### src/rtl/mode_ctrl.sv
// Frame-synchronous display mode controller: debounced button presses step
// the requested mode, which commits to the mixer only on a vsync rising edge.

module mode_db_stage #(
  parameter int unsigned DEBOUNCE = 500000
) (
  input  logic clk_i,
  input  logic rst_i,
  input  logic btn_i,
  output logic btn_d
);

  localparam int unsigned DW = $clog2(DEBOUNCE + 1);
  localparam logic [DW-1:0] DB_LAST = DW'(DEBOUNCE - 1);
  localparam logic [DW-1:0] DB_MAX  = '1;

  logic          btn_m;
  logic          btn_s;
  logic [DW-1:0] db_cnt;

  always_ff @(posedge clk_i or posedge rst_i) begin
    if (rst_i) begin
      btn_m <= 1'b0;
      btn_s <= 1'b0;
    end else begin
      btn_m <= btn_i;
      btn_s <= btn_m;
    end
  end

  // Any cycle where the synced level matches the held level restarts the count
  always_ff @(posedge clk_i or posedge rst_i) begin
    if (rst_i) begin
      btn_d  <= 1'b0;
      db_cnt <= '0;
    end else if (btn_s == btn_d) begin
      db_cnt <= '0;
    end else if (db_cnt == DB_LAST) begin
      btn_d  <= btn_s;
      db_cnt <= '0;
    end else if (db_cnt != DB_MAX) begin
      db_cnt <= db_cnt + DW'(1);
    end
  end

endmodule

module mode_press_stage #(
  parameter int unsigned LONG_PRESS = 50000000,
  parameter logic [1:0]  MODE_RST   = 2'b00
) (
  input  logic       clk_i,
  input  logic       rst_i,
  input  logic       btn_d,
  output logic [1:0] req_o,
  output logic       long_o
);

  localparam int unsigned HW = $clog2(LONG_PRESS + 1);
  localparam logic [HW-1:0] HOLD_LAST = HW'(LONG_PRESS - 1);
  localparam logic [HW-1:0] HOLD_MAX  = '1;

  typedef enum logic [1:0] {
    IDLE,
    PRESS,
    HELD
  } state_t;

  state_t        state;
  state_t        state_n;
  logic [HW-1:0] hold_cnt;
  logic [HW-1:0] hold_n;
  logic [1:0]    req_n;
  logic          long_n;
  logic          btn_q;
  logic          press_rise;

  assign press_rise = btn_d & ~btn_q;

  always_ff @(posedge clk_i or posedge rst_i) begin
    if (rst_i) begin
      state    <= IDLE;
      hold_cnt <= '0;
      req_o    <= MODE_RST;
      long_o   <= 1'b0;
      btn_q    <= 1'b0;
    end else begin
      state    <= state_n;
      hold_cnt <= hold_n;
      req_o    <= req_n;
      long_o   <= long_n;
      btn_q    <= btn_d;
    end
  end

  always_comb begin
    state_n = state;
    hold_n  = hold_cnt;
    req_n   = req_o;
    long_n  = 1'b0;
    unique case (state)
      IDLE: begin
        if (press_rise) begin
          state_n = PRESS;
          hold_n  = '0;
          req_n   = req_o + 2'd1;
        end
      end
      PRESS: begin
        if (!btn_d) begin
          state_n = IDLE;
        end else if (hold_cnt == HOLD_LAST) begin
          state_n = HELD;
          req_n   = MODE_RST;
          long_n  = 1'b1;
        end else if (hold_cnt != HOLD_MAX) begin
          hold_n = hold_cnt + HW'(1);
        end
      end
      HELD: begin
        if (!btn_d) begin
          state_n = IDLE;
        end
      end
      default: begin
        state_n = IDLE;
      end
    endcase
  end

endmodule

module mode_commit_stage #(
  parameter logic [1:0] MODE_RST = 2'b00
) (
  input  logic       clk_i,
  input  logic       rst_i,
  input  logic       vs_i,
  input  logic [1:0] req_i,
  output logic [1:0] mode_o
);

  logic vs_q;
  logic vs_arm;
  logic vs_rise;

  // vs_arm blocks a commit when vsync is already high as reset releases
  assign vs_rise = vs_i & ~vs_q & vs_arm;

  always_ff @(posedge clk_i or posedge rst_i) begin
    if (rst_i) begin
      vs_q   <= 1'b0;
      vs_arm <= 1'b0;
      mode_o <= MODE_RST;
    end else begin
      vs_q   <= vs_i;
      vs_arm <= vs_arm | ~vs_i;
      if (vs_rise) begin
        mode_o <= req_i;
      end
    end
  end

endmodule

module mode_ctrl #(
  parameter int unsigned DEBOUNCE   = 500000,
  parameter int unsigned LONG_PRESS = 50000000,
  parameter logic [1:0]  MODE_RST   = 2'b00
) (
  input  logic       clk_i,
  input  logic       rst_i,
  input  logic       btn_i,
  input  logic       vs_i,
  output logic [1:0] mode_o,
  output logic [1:0] req_o,
  output logic       pending_o,
  output logic       long_o
);

  logic btn_d;

  mode_db_stage #(
    .DEBOUNCE(DEBOUNCE)
  ) u_db (
    .clk_i(clk_i),
    .rst_i(rst_i),
    .btn_i(btn_i),
    .btn_d(btn_d)
  );

  mode_press_stage #(
    .LONG_PRESS(LONG_PRESS),
    .MODE_RST(MODE_RST)
  ) u_press (
    .clk_i (clk_i),
    .rst_i (rst_i),
    .btn_d (btn_d),
    .req_o (req_o),
    .long_o(long_o)
  );

  mode_commit_stage #(
    .MODE_RST(MODE_RST)
  ) u_commit (
    .clk_i (clk_i),
    .rst_i (rst_i),
    .vs_i  (vs_i),
    .req_i (req_o),
    .mode_o(mode_o)
  );

  assign pending_o = (req_o != mode_o);

endmodule

### config.mk
export PLATFORM = sky130hd
export DESIGN_NAME = mode_ctrl
export DESIGN_NICKNAME = d
export VERILOG_FILES = /design/src/rtl/mode_ctrl.sv
export SDC_FILE = /design/constraint.sdc
export NUM_CORES = 1
export LEC_CHECK = 0
export BUFFER_PORTS_ARGS = -buffer_cell sky130_fd_sc_hd__clkbuf_2
export CAP_MARGIN = 20
export CORE_MARGIN = 4
export CORE_UTILIZATION = 39
export CTS_CLUSTER_SIZE = 30
export DETAILED_ROUTE_END_ITERATION = 6
export PLACE_DENSITY = 0.57
export SYNTH_ARGS = -nofsm -noshare
export SYNTH_HDL_FRONTEND = slang
export SYNTH_SLANG_ARGS = --single-unit
export TNS_END_PERCENT = 10
### constraint.sdc
create_clock -name clk_i -period 3.14 [get_ports clk_i]
set_input_delay 0.471 -clock clk_i [delete_from_list [all_inputs] [get_ports clk_i]]
set_output_delay 0.471 -clock clk_i [all_outputs]
set_load 0.01 [all_outputs]
==> metrics.log <==
[metrics] status: finished clean
[metrics] Total Nets Final: between 300 and 400
[metrics] layout cell share with drive strength beyond 1: 0.1297
[metrics] Detail Route Antenna Nets: 0
[metrics] top area cells in the synthesized netlist: dfrtp_1, nand4_1, nor2_1
[metrics] Layout Cells excl Fill: 449
[metrics] Clock Power Share: 0.440
[metrics] path type of the worst setup path: register to register
[metrics] type of element launching the critical path: register
[metrics] sum of buffers and inverters on the critical path: 1
[metrics] final wirelength: approximately 7000 um
[metrics] met1 Use GR: 0.2444
[metrics] clock sinks: 58
[metrics] cell types with the highest counts after synthesis: dfrtp_1, nor2_1, nand2_1, nand4_1, nand3_1
[metrics] Cell Int Power: around 1100 uW
[metrics] reported max-cap violation count: 0
[metrics] Place WS: 0.4976 ns
[metrics] initial core utilization: 0.4002
[metrics] largest vdd supply drop: 200.2 uV
[metrics] kind of capture point of the worst setup path: register
[metrics] count of placed standard cells including taps: around 430
[metrics] number of buffers inserted by port buffering: 9
[metrics] number of antenna diodes: 0
[metrics] worst slew pin tran: 0.8117 ns
[metrics] crit path max-delay cell type: or4b_4
[metrics] synthesized area per cell: 9.323 sq um
[metrics] instance count of the mapped netlist: 330
[metrics] Static Leak: about 0.0014 uW
[metrics] via count: approximately 2500
[metrics] clock tree from TritonCTS: built
[metrics] most common cell in the netlist: dfrtp_1
[metrics] clock-pin slew reported for the worst setup and hold paths after clock tree synthesis: around 0.070 ns
[metrics] share of power burned in registers: 0.538
[metrics] routed wirelength normalized by instance count: ~15 um
[metrics] setup repair after global routing missed its margin: no
[metrics] Area growth syn-to-layout: 10.82%
[metrics] data arrival at the endpoint of the critical path: roughly 2.9 ns
[metrics] number of flops mapped to enable cells by yosys: 0
[metrics] boundary pin count: 10
[metrics] initial detailed-routing violation count: 149
[metrics] count of standard-cell rows: 32
[metrics] cts bufs inserted: 9
[metrics] Critical Path Fanout Max: 22
[metrics] placement-stage cell area: around 0.0032 sq mm
[metrics] total DRC errors in the routed layout: 0
[metrics] master cell of the clock root buffer: clkbuf_8
[metrics] aggregate global-route resource usage: 0.1607
[metrics] Final min period: 2.689 ns
[metrics] Period Utilization, post-route: 0.8563
[metrics] initial antenna violation count: 0
[metrics] Fin Hold WS: 0.1191 ns
[metrics] Power per Cell Area: 411.7 mW/mm^2
[metrics] Max Buffers Root-to-Sink: 2
[metrics] max-slew violations: 0
[metrics] Final Setup Violations: 0
[metrics] sequential element share of the synthesized area: 0.4717
[metrics] Die X-Extent: approximately 97 um
[metrics] post-CTS sizing: 0
[metrics] post-synthesis register bit count: 58
[metrics] maximum number of pins on one net before global-route repair: 23
[metrics] fraction of power consumed by combinational cells: 0.022
[metrics] placer congestion estimate: 0.8311
[metrics] worst-case headroom to the max-slew limit: 0.4547
[metrics] number of search-and-repair iterations in the first detailed-routing pass: 4
[metrics] switching power as a share of total power: 0.2405
[metrics] global-route met2 utilization: 0.2187
[metrics] FFs w/ async S/R, synth: 1.000
[metrics] total negative setup slack: 0 ns
[metrics] achievable frequency: 0.3719 GHz
[metrics] area share of the largest cell type after synthesis: 0.4717
[metrics] final hold violations: 0
[metrics] final design instance area without fill: 0.003410 sq mm
[metrics] Die H: 96.82 um
[metrics] Worst EP required: 3.37 ns
[metrics] Post-Syn Nets: between 300 and 400
[metrics] source-to-sink clock delay at the later pin of the worst-skew pair: 0.34 ns
[metrics] die area: 0.009374 sq mm
[metrics] total net switching power: 337.5 uW
[metrics] setup slack of the critical path after layout: around 0.45 ns
[metrics] number of setup buffers added after CTS: 0
[metrics] total standard cell area after synthesis: approximately 0.0031 sq mm
[metrics] overflow left after global routing: 0
[metrics] cells traversed along the worst timing path: or4b_1, or4b_4, o21a_4, nor2_4, inv_2, a31oi_1, nor2_1
[metrics] count of synthesis-stage warnings from yosys: 0
[metrics] routing layer with the top usage in global route: met1
[metrics] area of the core region: 0.007687 sq mm
[metrics] Clock Skew: 0.01153 ns
[metrics] global-route wire length before repair: 12320 um
[metrics] main flop type after synthesis: dfrtp_1
[metrics] number of unique standard cell types used by synthesis: 50
[metrics] number of global-route vias before repair: approximately 2400
[metrics] final HPWL from detailed placement: 4733 um
[metrics] Largest stage delay, worst path: between 0.5 and 0.6 ns
[metrics] most area-hungry cell type in the Yosys netlist: dfrtp_1
[metrics] met3 track demand over resource: 0.03461
[metrics] H-tree Lvls: 3
[metrics] Hold Buf Count CTS: 0
[metrics] crit-path leading delay family: simple AND/OR/NAND/NOR gates
[metrics] hold crit path type: primary input to async pin
[metrics] via density per instance: 5.670
-- path summary, 6_finish.rpt --
kind / slack (ns) / depth (start not counted) / start / end
max in group asynchronous: 2.37 / 3 / rst_i / u_press.hold_cnt[22]
max: 0.45 / 7 / u_press.hold_cnt[7] / u_press.hold_cnt[24]
min: 0.12 / 2 / rst_i / u_db.db_cnt[5]
min reg2reg: 0.36 / 0 / u_db.btn_m / u_db.btn_s
min in group clk_i: 0.23 / 1 / btn_i / u_db.btn_m
max reg2reg: 0.45 / 7 / u_press.hold_cnt[7] / u_press.hold_cnt[24]
-- cell families after synthesis --
logic type | Yosys count | share of synthesized area
AND/OR/NAND/NOR | 145 | 0.2521
multiplexers | 5 | 0.01789
adder cells (fa/ha/maj) | 3 | 0.01220
flip-flops | 58 | 0.4717
AO/OA/AOI/OAI | 81 | 0.1651
buffers and inverters | 20 | 0.02968
XOR/XNOR | 18 | 0.05124
-- stage by stage --
| step | util | power (uW) |
|---|---|---|
| CTS | 0.4435 | 1427 |
| global route | 0.4435 | 1473 |
| detailed placement | 0.4201 | 802.2 |
| global placement | 0.4201 | 801.3 |
| finish | 0.4435 | 1404 |
| floorplan | - | 789.8 |
-- cells in the final DEF, fill, tap and decap left out, types with 4 or more instances in the layout --
cell type / netlist / final
o31ai_1: 7 / 7
nor4_1: 5 / 5
xnor2_1: 10 / 10
nor4b_1: 4 / 4
buf_4: 0 / 7
nor3_1: 8 / 8
mux2_2: 4 / 4
xor2_1: 8 / 8
nand4_1: 22 / 22
nand3_1: 18 / 18
clkbuf_8: 0 / 10
o21ai_1: 16 / 16
clkbuf_2: 0 / 9
a31oi_1: 14 / 14
dfrtp_1: 58 / 58
and3_1: 9 / 9
nor2_1: 28 / 28
a21oi_1: 12 / 12
and2_1: 8 / 8
nand2_1: 27 / 27
o21ai_0: 15 / 15
-- layer usage --
layer	wire (um)	vias to the layer above
met5	0	-
met3	265	10
met4	125	0
li1	-	1253
met1	3553	1229
met2	2974	54
-- area by class of cell --
| type | instances | area, sq um |
|---|---|---|
| tap | 102 | 127.6 |
| sequential | 58 | 1451 |
| fill | 780 | 4278 |
| multi-input combinational | 252 | 1534 |
| timing repair buffer | 16 | 97.59 |
| clock buffer | 10 | 137.6 |
| inverter | 5 | 18.77 |
| clock inverter | 6 | 42.54 |
-- sequential cells by signal, summed over array words and instances, names as in the netlist --
register,cells
u_press.hold_cnt,26
u_db.db_cnt,19
u_commit.mode_o,2
u_press.req_o,2
u_press.state,2
u_commit.vs_arm,1
u_commit.vs_q,1
u_db.btn_d,1
u_db.btn_m,1
u_db.btn_s,1
u_press.btn_q,1
u_press.long_o,1
-- power by group through the flow --
stage / logic (uW) / registers (uW) / clock network (uW)
floorplan: 21.0 / 769 / 0
global placement: 31.8 / 770 / 0
detailed placement: 32.4 / 770 / 0
CTS: 32.5 / 755 / 639
global route: 37.2 / 756 / 680
finish: 30.4 / 756 / 618
(Power assumes the default switching activity.)
